`src/rtl/wb_dmem_arbiter.sv`:
```
// rtl/wb_dmem_arbiter.sv - two-master round-robin Wishbone arbiter for a shared data memory with bus timeout
module wb_dmem_arbiter #(
    parameter int AW      = 32,
    parameter int DW      = 32,
    parameter int TIMEOUT = 255
) (
    input  logic            clk,
    input  logic            reset_n,

    input  logic [AW-1:0]   m0_adr_i,
    input  logic [DW-1:0]   m0_dat_i,
    input  logic [DW/8-1:0] m0_sel_i,
    input  logic            m0_we_i,
    input  logic            m0_cyc_i,
    input  logic            m0_stb_i,
    output logic [DW-1:0]   m0_dat_o,
    output logic            m0_ack_o,
    output logic            m0_err_o,

    input  logic [AW-1:0]   m1_adr_i,
    input  logic [DW-1:0]   m1_dat_i,
    input  logic [DW/8-1:0] m1_sel_i,
    input  logic            m1_we_i,
    input  logic            m1_cyc_i,
    input  logic            m1_stb_i,
    output logic [DW-1:0]   m1_dat_o,
    output logic            m1_ack_o,
    output logic            m1_err_o,

    output logic [AW-1:0]   s_adr_o,
    output logic [DW-1:0]   s_dat_o,
    output logic [DW/8-1:0] s_sel_o,
    output logic            s_we_o,
    output logic            s_cyc_o,
    output logic            s_stb_o,
    input  logic [DW-1:0]   s_dat_i,
    input  logic            s_ack_i,
    input  logic            s_err_i,

    output logic [1:0]      grant_o,
    output logic            timeout_o
);

    typedef enum logic [1:0] {
        ST_IDLE  = 2'd0,
        ST_OWN0  = 2'd1,
        ST_OWN1  = 2'd2,
        ST_DRAIN = 2'd3
    } state_t;

    localparam logic [15:0] TIMEOUT_CNT = 16'(TIMEOUT);

    state_t      state_q, state_d;
    // last_grant: 0 = m0 was granted last, 1 = m1 was granted last.
    // It also names the master a DRAIN is waiting on, since the
    // timed-out owner is always the most recent grant.
    logic        last_grant_q, last_grant_d;
    logic [15:0] wait_cnt_q, wait_cnt_d;

    logic            owning;
    logic            owner_is_m1;
    logic [AW-1:0]   own_adr;
    logic [DW-1:0]   own_dat;
    logic [DW/8-1:0] own_sel;
    logic            own_we;
    logic            own_cyc;
    logic            own_stb;
    logic            stall;
    logic            bus_timeout;
    logic            drain_cyc;

    assign owning      = (state_q == ST_OWN0) || (state_q == ST_OWN1);
    assign owner_is_m1 = (state_q == ST_OWN1);

    // Select the request of whichever master currently owns the bus
    always_comb begin
        if (owner_is_m1) begin
            own_adr = m1_adr_i;
            own_dat = m1_dat_i;
            own_sel = m1_sel_i;
            own_we  = m1_we_i;
            own_cyc = m1_cyc_i;
            own_stb = m1_stb_i;
        end else begin
            own_adr = m0_adr_i;
            own_dat = m0_dat_i;
            own_sel = m0_sel_i;
            own_we  = m0_we_i;
            own_cyc = m0_cyc_i;
            own_stb = m0_stb_i;
        end
    end

    // A stalled cycle is an owned strobe with no slave response; an ack or
    // err in the same cycle as the limit always beats the timeout.
    assign stall       = owning && own_cyc && own_stb && !s_ack_i && !s_err_i;
    assign bus_timeout = stall && (wait_cnt_q == TIMEOUT_CNT);
    assign drain_cyc   = last_grant_q ? m1_cyc_i : m0_cyc_i;

    // State, round-robin pointer and wait counter registers
    always_ff @(posedge clk or negedge reset_n) begin
        if (!reset_n) begin
            state_q      <= ST_IDLE;
            last_grant_q <= 1'b1;
            wait_cnt_q   <= 16'd0;
        end else begin
            state_q      <= state_d;
            last_grant_q <= last_grant_d;
            wait_cnt_q   <= wait_cnt_d;
        end
    end

    // Next-state: arbitrate in IDLE, hold grant while owner keeps cyc, drain after timeout
    always_comb begin
        state_d      = state_q;
        last_grant_d = last_grant_q;
        case (state_q)
            ST_IDLE: begin
                if (m0_cyc_i && m1_cyc_i) begin
                    last_grant_d = ~last_grant_q;
                    state_d      = last_grant_q ? ST_OWN0 : ST_OWN1;
                end else if (m0_cyc_i) begin
                    last_grant_d = 1'b0;
                    state_d      = ST_OWN0;
                end else if (m1_cyc_i) begin
                    last_grant_d = 1'b1;
                    state_d      = ST_OWN1;
                end
            end
            ST_OWN0, ST_OWN1: begin
                if (bus_timeout) begin
                    state_d = ST_DRAIN;
                end else if (!own_cyc) begin
                    state_d = ST_IDLE;
                end
            end
            ST_DRAIN: begin
                if (!drain_cyc) begin
                    state_d = ST_IDLE;
                end
            end
            default: state_d = ST_IDLE;
        endcase
    end

    // Wait counter: counts consecutive stalled cycles, cleared on any response, idle strobe or state change
    always_comb begin
        wait_cnt_d = 16'd0;
        if ((state_d == state_q) && stall) begin
            wait_cnt_d = wait_cnt_q + 16'd1;
        end
    end

    // Output routing: slave sees only the owner, responses return only to the owner
    always_comb begin
        s_adr_o   = '0;
        s_dat_o   = '0;
        s_sel_o   = '0;
        s_we_o    = 1'b0;
        s_cyc_o   = 1'b0;
        s_stb_o   = 1'b0;
        m0_dat_o  = '0;
        m0_ack_o  = 1'b0;
        m0_err_o  = 1'b0;
        m1_dat_o  = '0;
        m1_ack_o  = 1'b0;
        m1_err_o  = 1'b0;
        grant_o   = 2'b00;
        timeout_o = 1'b0;
        if (owning) begin
            s_adr_o   = own_adr;
            s_dat_o   = own_dat;
            s_sel_o   = own_sel;
            s_we_o    = own_we;
            s_cyc_o   = own_cyc && !bus_timeout;
            s_stb_o   = own_stb && !bus_timeout;
            timeout_o = bus_timeout;
            if (owner_is_m1) begin
                m1_dat_o = s_dat_i;
                m1_ack_o = s_ack_i;
                m1_err_o = s_err_i || bus_timeout;
                grant_o  = 2'b10;
            end else begin
                m0_dat_o = s_dat_i;
                m0_ack_o = s_ack_i;
                m0_err_o = s_err_i || bus_timeout;
                grant_o  = 2'b01;
            end
        end
    end

endmodule

```
`config.mk`:
```
export PLATFORM = sky130hd
export DESIGN_NAME = wb_dmem_arbiter
export DESIGN_NICKNAME = d
export VERILOG_FILES = /design/src/rtl/wb_dmem_arbiter.sv
export SDC_FILE = /design/constraint.sdc
export NUM_CORES = 1
export LEC_CHECK = 0
export CAP_MARGIN = 5
export CORE_AREA = 8 8 117 119
export CTS_BUF_LIST = sky130_fd_sc_hd__clkbuf_2 sky130_fd_sc_hd__clkbuf_4 sky130_fd_sc_hd__clkbuf_8
export DETAILED_ROUTE_END_ITERATION = 10
export DIE_AREA = 0 0 125 127
export DONT_BUFFER_PORTS = 1
export PLACE_DENSITY_LB_ADDON = 0.05
export SYNTH_ARGS = -nofsm -noshare
export SYNTH_HDL_FRONTEND = slang
export SYNTH_SLANG_ARGS = --single-unit
```
`constraint.sdc`:
```
create_clock -name clk -period 3.72 [get_ports clk]
set_clock_uncertainty 0.15 [all_clocks]
set_input_delay 0.372 -clock clk [delete_from_list [all_inputs] [get_ports clk]]
set_output_delay 0.372 -clock clk [all_outputs]
set_load 0.01 [all_outputs]
```
# Word level (Yosys, flattened, before mapping)
# Index checks and enable logic that the tools add are counted.
# op_classes
add_sub_neg	1
n_eq_ne	5
n_mux	40
bitwise_logic	1
reduce_logical	18
# ops
cell	count
32-bit 2-to-1 mux	8
1-bit 2-to-1 mux	19
2-bit 2-to-1 mux	9
16-bit by 1-bit adder with 16-bit output, second input constant	1
16-bit by 8-bit == test with 1-bit output, second input constant	1
16-bit 2-to-1 mux	1
1-bit logical AND	9
4-bit 2-to-1 mux	2
2-bit one-hot mux with 3 select lines	1
2-bit == test, second input constant	2
1-bit zero test	3
3-bit nonzero test	1
2-bit by 1-bit == test with 1-bit output, second input constant	1
2-bit == test	1
2-bit zero test	1
1-bit logical OR	2
2-bit AND reduction	1
2-bit OR reduction	1
1-bit NOT	1
# word_totals
ff_bits	19
in_bits	178
out_inout_bits	142
elab_cells	68

# Longest topological paths before layout
# logic_depth
ltp_word	12
ltp_mapped	10
mapped_depth_nobuf	8

# Worst setup path after synthesis
# OpenSTA, ideal clock, no wires.
# synth_path
path_type	reg-to-reg
start	register state_q[0]
end	register wait_cnt_q[14]
setup_ns	0.072
arrival_ns	2.518
t_required_ns	3.498
path_slack_ns	0.980
stages_incl_launch_ff	11
path_buffers	2
synth_period_minus_slack_ns	2.740
path_cell_list	dfrtp_1 > inv_1 > ha_1 > buf_4 > mux2_1 > nand4_2 > nor4_4 > a211o_1 > mux2_4 > buf_6 > nor2_1
# synth_between
elab_chain_len	12
word_cells_on_any_way	23
cone_classes	4 x eq/ne; 10 x mux; 9 x reduce/logical
# synth_rtl
item	line_no	source
start, declared	53	state_t state_q, state_d;
start signal, assigned	107	state_q <= state_d;
2-bit == test / 2-bit by 1-bit == test with 1-bit output (equally long branches)	72, 73, 117	
1-bit 2-to-1 mux / 1-bit logical OR (equally long branches)	77, 72	
1-bit logical AND (4 in series)	96	assign stall = owning && own_cyc && own_stb && !s_ack_i && !s_err_i;
1-bit logical AND	97	assign bus_timeout = stall && (wait_cnt_q == TIMEOUT_CNT);
2-bit 2-to-1 mux	131	if (bus_timeout) begin
2-bit one-hot mux with 3 select lines *	117	case (state_q)
via state_d[0]	53	
2-bit == test *	149	if ((state_d == state_q) && stall) begin
1-bit logical AND *	149	
16-bit 2-to-1 mux *	149	
via wait_cnt_d[14]	58	logic [15:0] wait_cnt_q, wait_cnt_d;
end signal, assigned	109	wait_cnt_q <= wait_cnt_d;
end, declared	58	
# The timed path passes the listed nets; every way through them passes the cells marked *.
# A chain may end at the register's enable or synchronous reset.

# Final worst setup path
# layout_path
start	register state_q[0]
end	register wait_cnt_q[5]
# Same word-level chain as after synthesis.

==> results.md <==
- Drt pass-1 iters: 4
- CTS Sinks: 19
- CP Buf/Inv Count: 1
- Adder-cell share of the synthesized area: 0.0267
- Clock Path Buffers: 2
- CTS tree: yes
- Largest net degree at the start of global routing: 99
- Top cell type's share of synthesized area: 0.245
- Share of cells above drive strength 1: 0.0491
- # resized after CTS: 0
- Final Hold Fails: 0
- Critical path required time: 3.74 ns
- RSZ-0062 raised after global routing: no
- Top post-synthesis cells by area: mux2i_1 (25%), dfrtp_1 (16%), nor2b_1 (16%)
- Max-Cap Viols: 0
- I/O Buffers: 0
- Initial Utilization: 0.238
- Worst Setup End Kind: flip-flop
- Drt drc: 0
- Routability cong.: 0.803
- Nets@finish: 531
- # fillers: 1294
- Core ar.: 11800 um2
- Synthesized instance count: 361
- Yosys warnings: 0
- Clk slew on worst S/H paths: 0.08 ns
- Syn_area_per_cell: 7.79 um2
- Final Cycle Share: 0.766
- Layout Cell Area excl Fill: 3020 um2
- Root buffer cell: clkbuf_8
- Drt first-iter violations: 94
- Seq/Total Area, Yosys: 0.169
- Maximum clock rate: 0.351 GHz
- CP peak stage delay: 0.46 ns
- Post-route ant nets: 0
- Library cells used by synthesis: 37
- Worst path top cell family by delay: simple AND/OR/NAND/NOR gates
- Worst vdd ir: 0.000419 V
- Die W: 125 um
- Post CTS Setup Buffer Count: 0
- Leak pwr: 1.25 nW
- Largest family of logic cells by synthesized area: simple AND/OR/NAND/NOR gates
- I/O pin cnt: 320
- Simple-Gate Fraction of Synth Area: 0.425
- Worst Path Arrival: 2.87 ns
- First-pass GRT wire length: 18300 um
- Worst Hold Class: in2reg
- Post-Route WL: 12700 um
- Vias in the first global route: 2661
- Synthesized cell area: 2810 um2
- PwrDens: 870 nW/um2
- XOR/XNOR share of the synthesized area: 0.0436
- CP max-delay cell: nor4_4
- Multi-input gate area: 2230 um2
- Post-synthesis compound-gate area fraction: 0.0338
- FF+latch count, synth: 19
- Register Area: 477 um2
- DP Area: 2960 um2
- Tot GR Track Use: 0.147
- Die Ht: 127 um
- Final count of negative-setup-slack endpoints: 0
- Worst-Margin Slew: 0.960 ns
- Wire per inst: 25.6 um
- Clock latency on the worst-skew pair: 0.26 ns
- Synth area leader: mux2i_1
- Row count: 40
- Crit path time final: 2.85 ns
- Setup CP Type: reg2reg
- Max FO, Critical Path: 16
- Setup_tns: 0 ns
- Multiplexer share of the synthesized area: 0.259
- Syn_nets: 545
- Total grt overflow: 0
- CP Cell Sequence: inv_1 > ha_4 > mux2_1 > nand4_2 > nor4_4 > a211o_1 > mux2_4 > nor3b_1
- Post-DP HPWL: 10900 um
- Worst Setup Start Kind: flip-flop
- CTS buffer count: 3
- Routed vias: 2455
- H-tree depth: 1
- Area Growth Syn to Fin: 7.29%
- Slew Limit Fails: 0
- Initial antenna violation count: 1
- Vias/cell: 4.97
- Outcome: completed
- Design Power: 2.63 mW
- Die area: 15900 um2
- Max_slew headroom: 0.358
## power by group
part / internal (mW) / switching (mW)
clock network: 0.0836 / 0.0770
logic: 0.773 / 1.44
registers: 0.227 / 0.0261
## logic make-up after synthesis
family | Yosys count
and+or+nand+nor | 208
muxes | 72
buffers and inverters | 29
DFF | 19
xor gates and xnor gates | 14
AOI/OAI and AO/OA | 13
adders and majority gates | 6
## registers in the layout, indices dropped and copies added, names as in the netlist
| register | cells |
|---|---|
| wait_cnt_q | 16 |
| last_grant_q | 1 |
| state_q | 2 |
## Yosys cell counts
cell type	number
a211o_1	1
a21oi_1	3
a22oi_1	1
a311oi_1	1
a31o_2	1
a31oi_1	1
and2_1	66
and3_1	4
buf_1	4
buf_4	1
buf_6	1
clkbuf_1	19
dfrtp_1	18
dfstp_2	1
ha_1	6
inv_1	4
mux2_1	2
mux2_4	1
mux2i_1	69
nand2_1	24
nand2b_1	1
nand3_1	6
nand4_1	3
nand4_2	1
nor2_1	25
nor2b_1	71
nor2b_2	1
nor3_1	1
nor3b_1	2
nor4_1	2
nor4_4	1
o211a_1	1
o21a_1	2
o21ai_0	1
o311a_1	1
xnor2_1	8
xor2_1	6
## cells in the final DEF, fill, tap and decap left out, types with 2 or more instances in the layout
master,n
xor2_1,6
ha_1,4
o21a_1,2
and3_1,4
xnor2_1,8
nand3_1,6
buf_4,4
clkbuf_8,3
dfrtp_1,18
mux2_1,2
nor2_1,25
inv_1,4
and2_1,66
mux2i_1,69
nand4_1,3
nor4_1,2
nor3b_1,2
a21oi_1,3
nand2_1,24
nor2b_1,71
## routing by layer
| metal | global-route usage | part of all wire | vias up |
|---|---|---|---|
| li1 | - | - | 1153 |
| met1 | 0.160 | 0.37 | 1164 |
| met2 | 0.268 | 0.53 | 126 |
| met3 | 0.0441 | 0.073 | 12 |
| met4 | 0.0430 | 0.021 | 0 |
| met5 | 0 | 0 | - |
## repair_timing
action | in CTS | in global routing
hold buffers | 1 | 0
endpoints found under the setup margin | 0 | 0
hold endpoints to repair | 19 | 0
## per-stage QoR
| stage | hold WS, ns | setup slack, ns | util | cells |
|---|---|---|---|---|
| final | 0.0144 | 0.871 | 0.256 | 494 |
| after global routing | 0.00326 | 0.676 | 0.256 | 494 |
| after CTS | 0.0112 | 0.833 | 0.255 | 493 |
| after detailed placement | -0.0719 | 0.857 | 0.250 | 488 |
| after global placement | -0.0717 | 0.894 | 0.250 | 488 |
| after floorplan | -0.0736 | 0.980 | - | 361 |
## path summary, 6_finish.rpt
path,start,to,slack (ns),cells past startpoint
max,state_q[0],wait_cnt_q[5],0.87,8
min,m0_cyc_i,last_grant_q,0.01,1
max reg2reg,state_q[0],wait_cnt_q[5],0.87,8
min reg2reg,wait_cnt_q[0],wait_cnt_q[0],0.35,1
max in group asynchronous,reset_n,wait_cnt_q[1],2.28,1
min in group asynchronous,reset_n,state_q[0],0.55,1
## area by class of cell
type | count | share of cell area
Multi-Input combinational cell | 313 | 0.739
Sequential cell | 19 | 0.158
Tap cell | 147 | 0.0609
Timing Repair Buffer | 6 | 0.0199
Clock buffer | 4 | 0.0162
Inverter | 4 | 0.00497
Antenna cell | 1 | 0.000829
## worst reg2reg max path, cell delays in order (launching register included)
cell and delay, ns:
dfrtp_1 0.44, inv_1 0.19, ha_4 0.30, mux2_1 0.22, nand4_2 0.15, nor4_4 0.46, a211o_1 0.23, mux2_4 0.40
nor3b_1 0.23
Note: power is estimated with default switching activity, not from simulation.
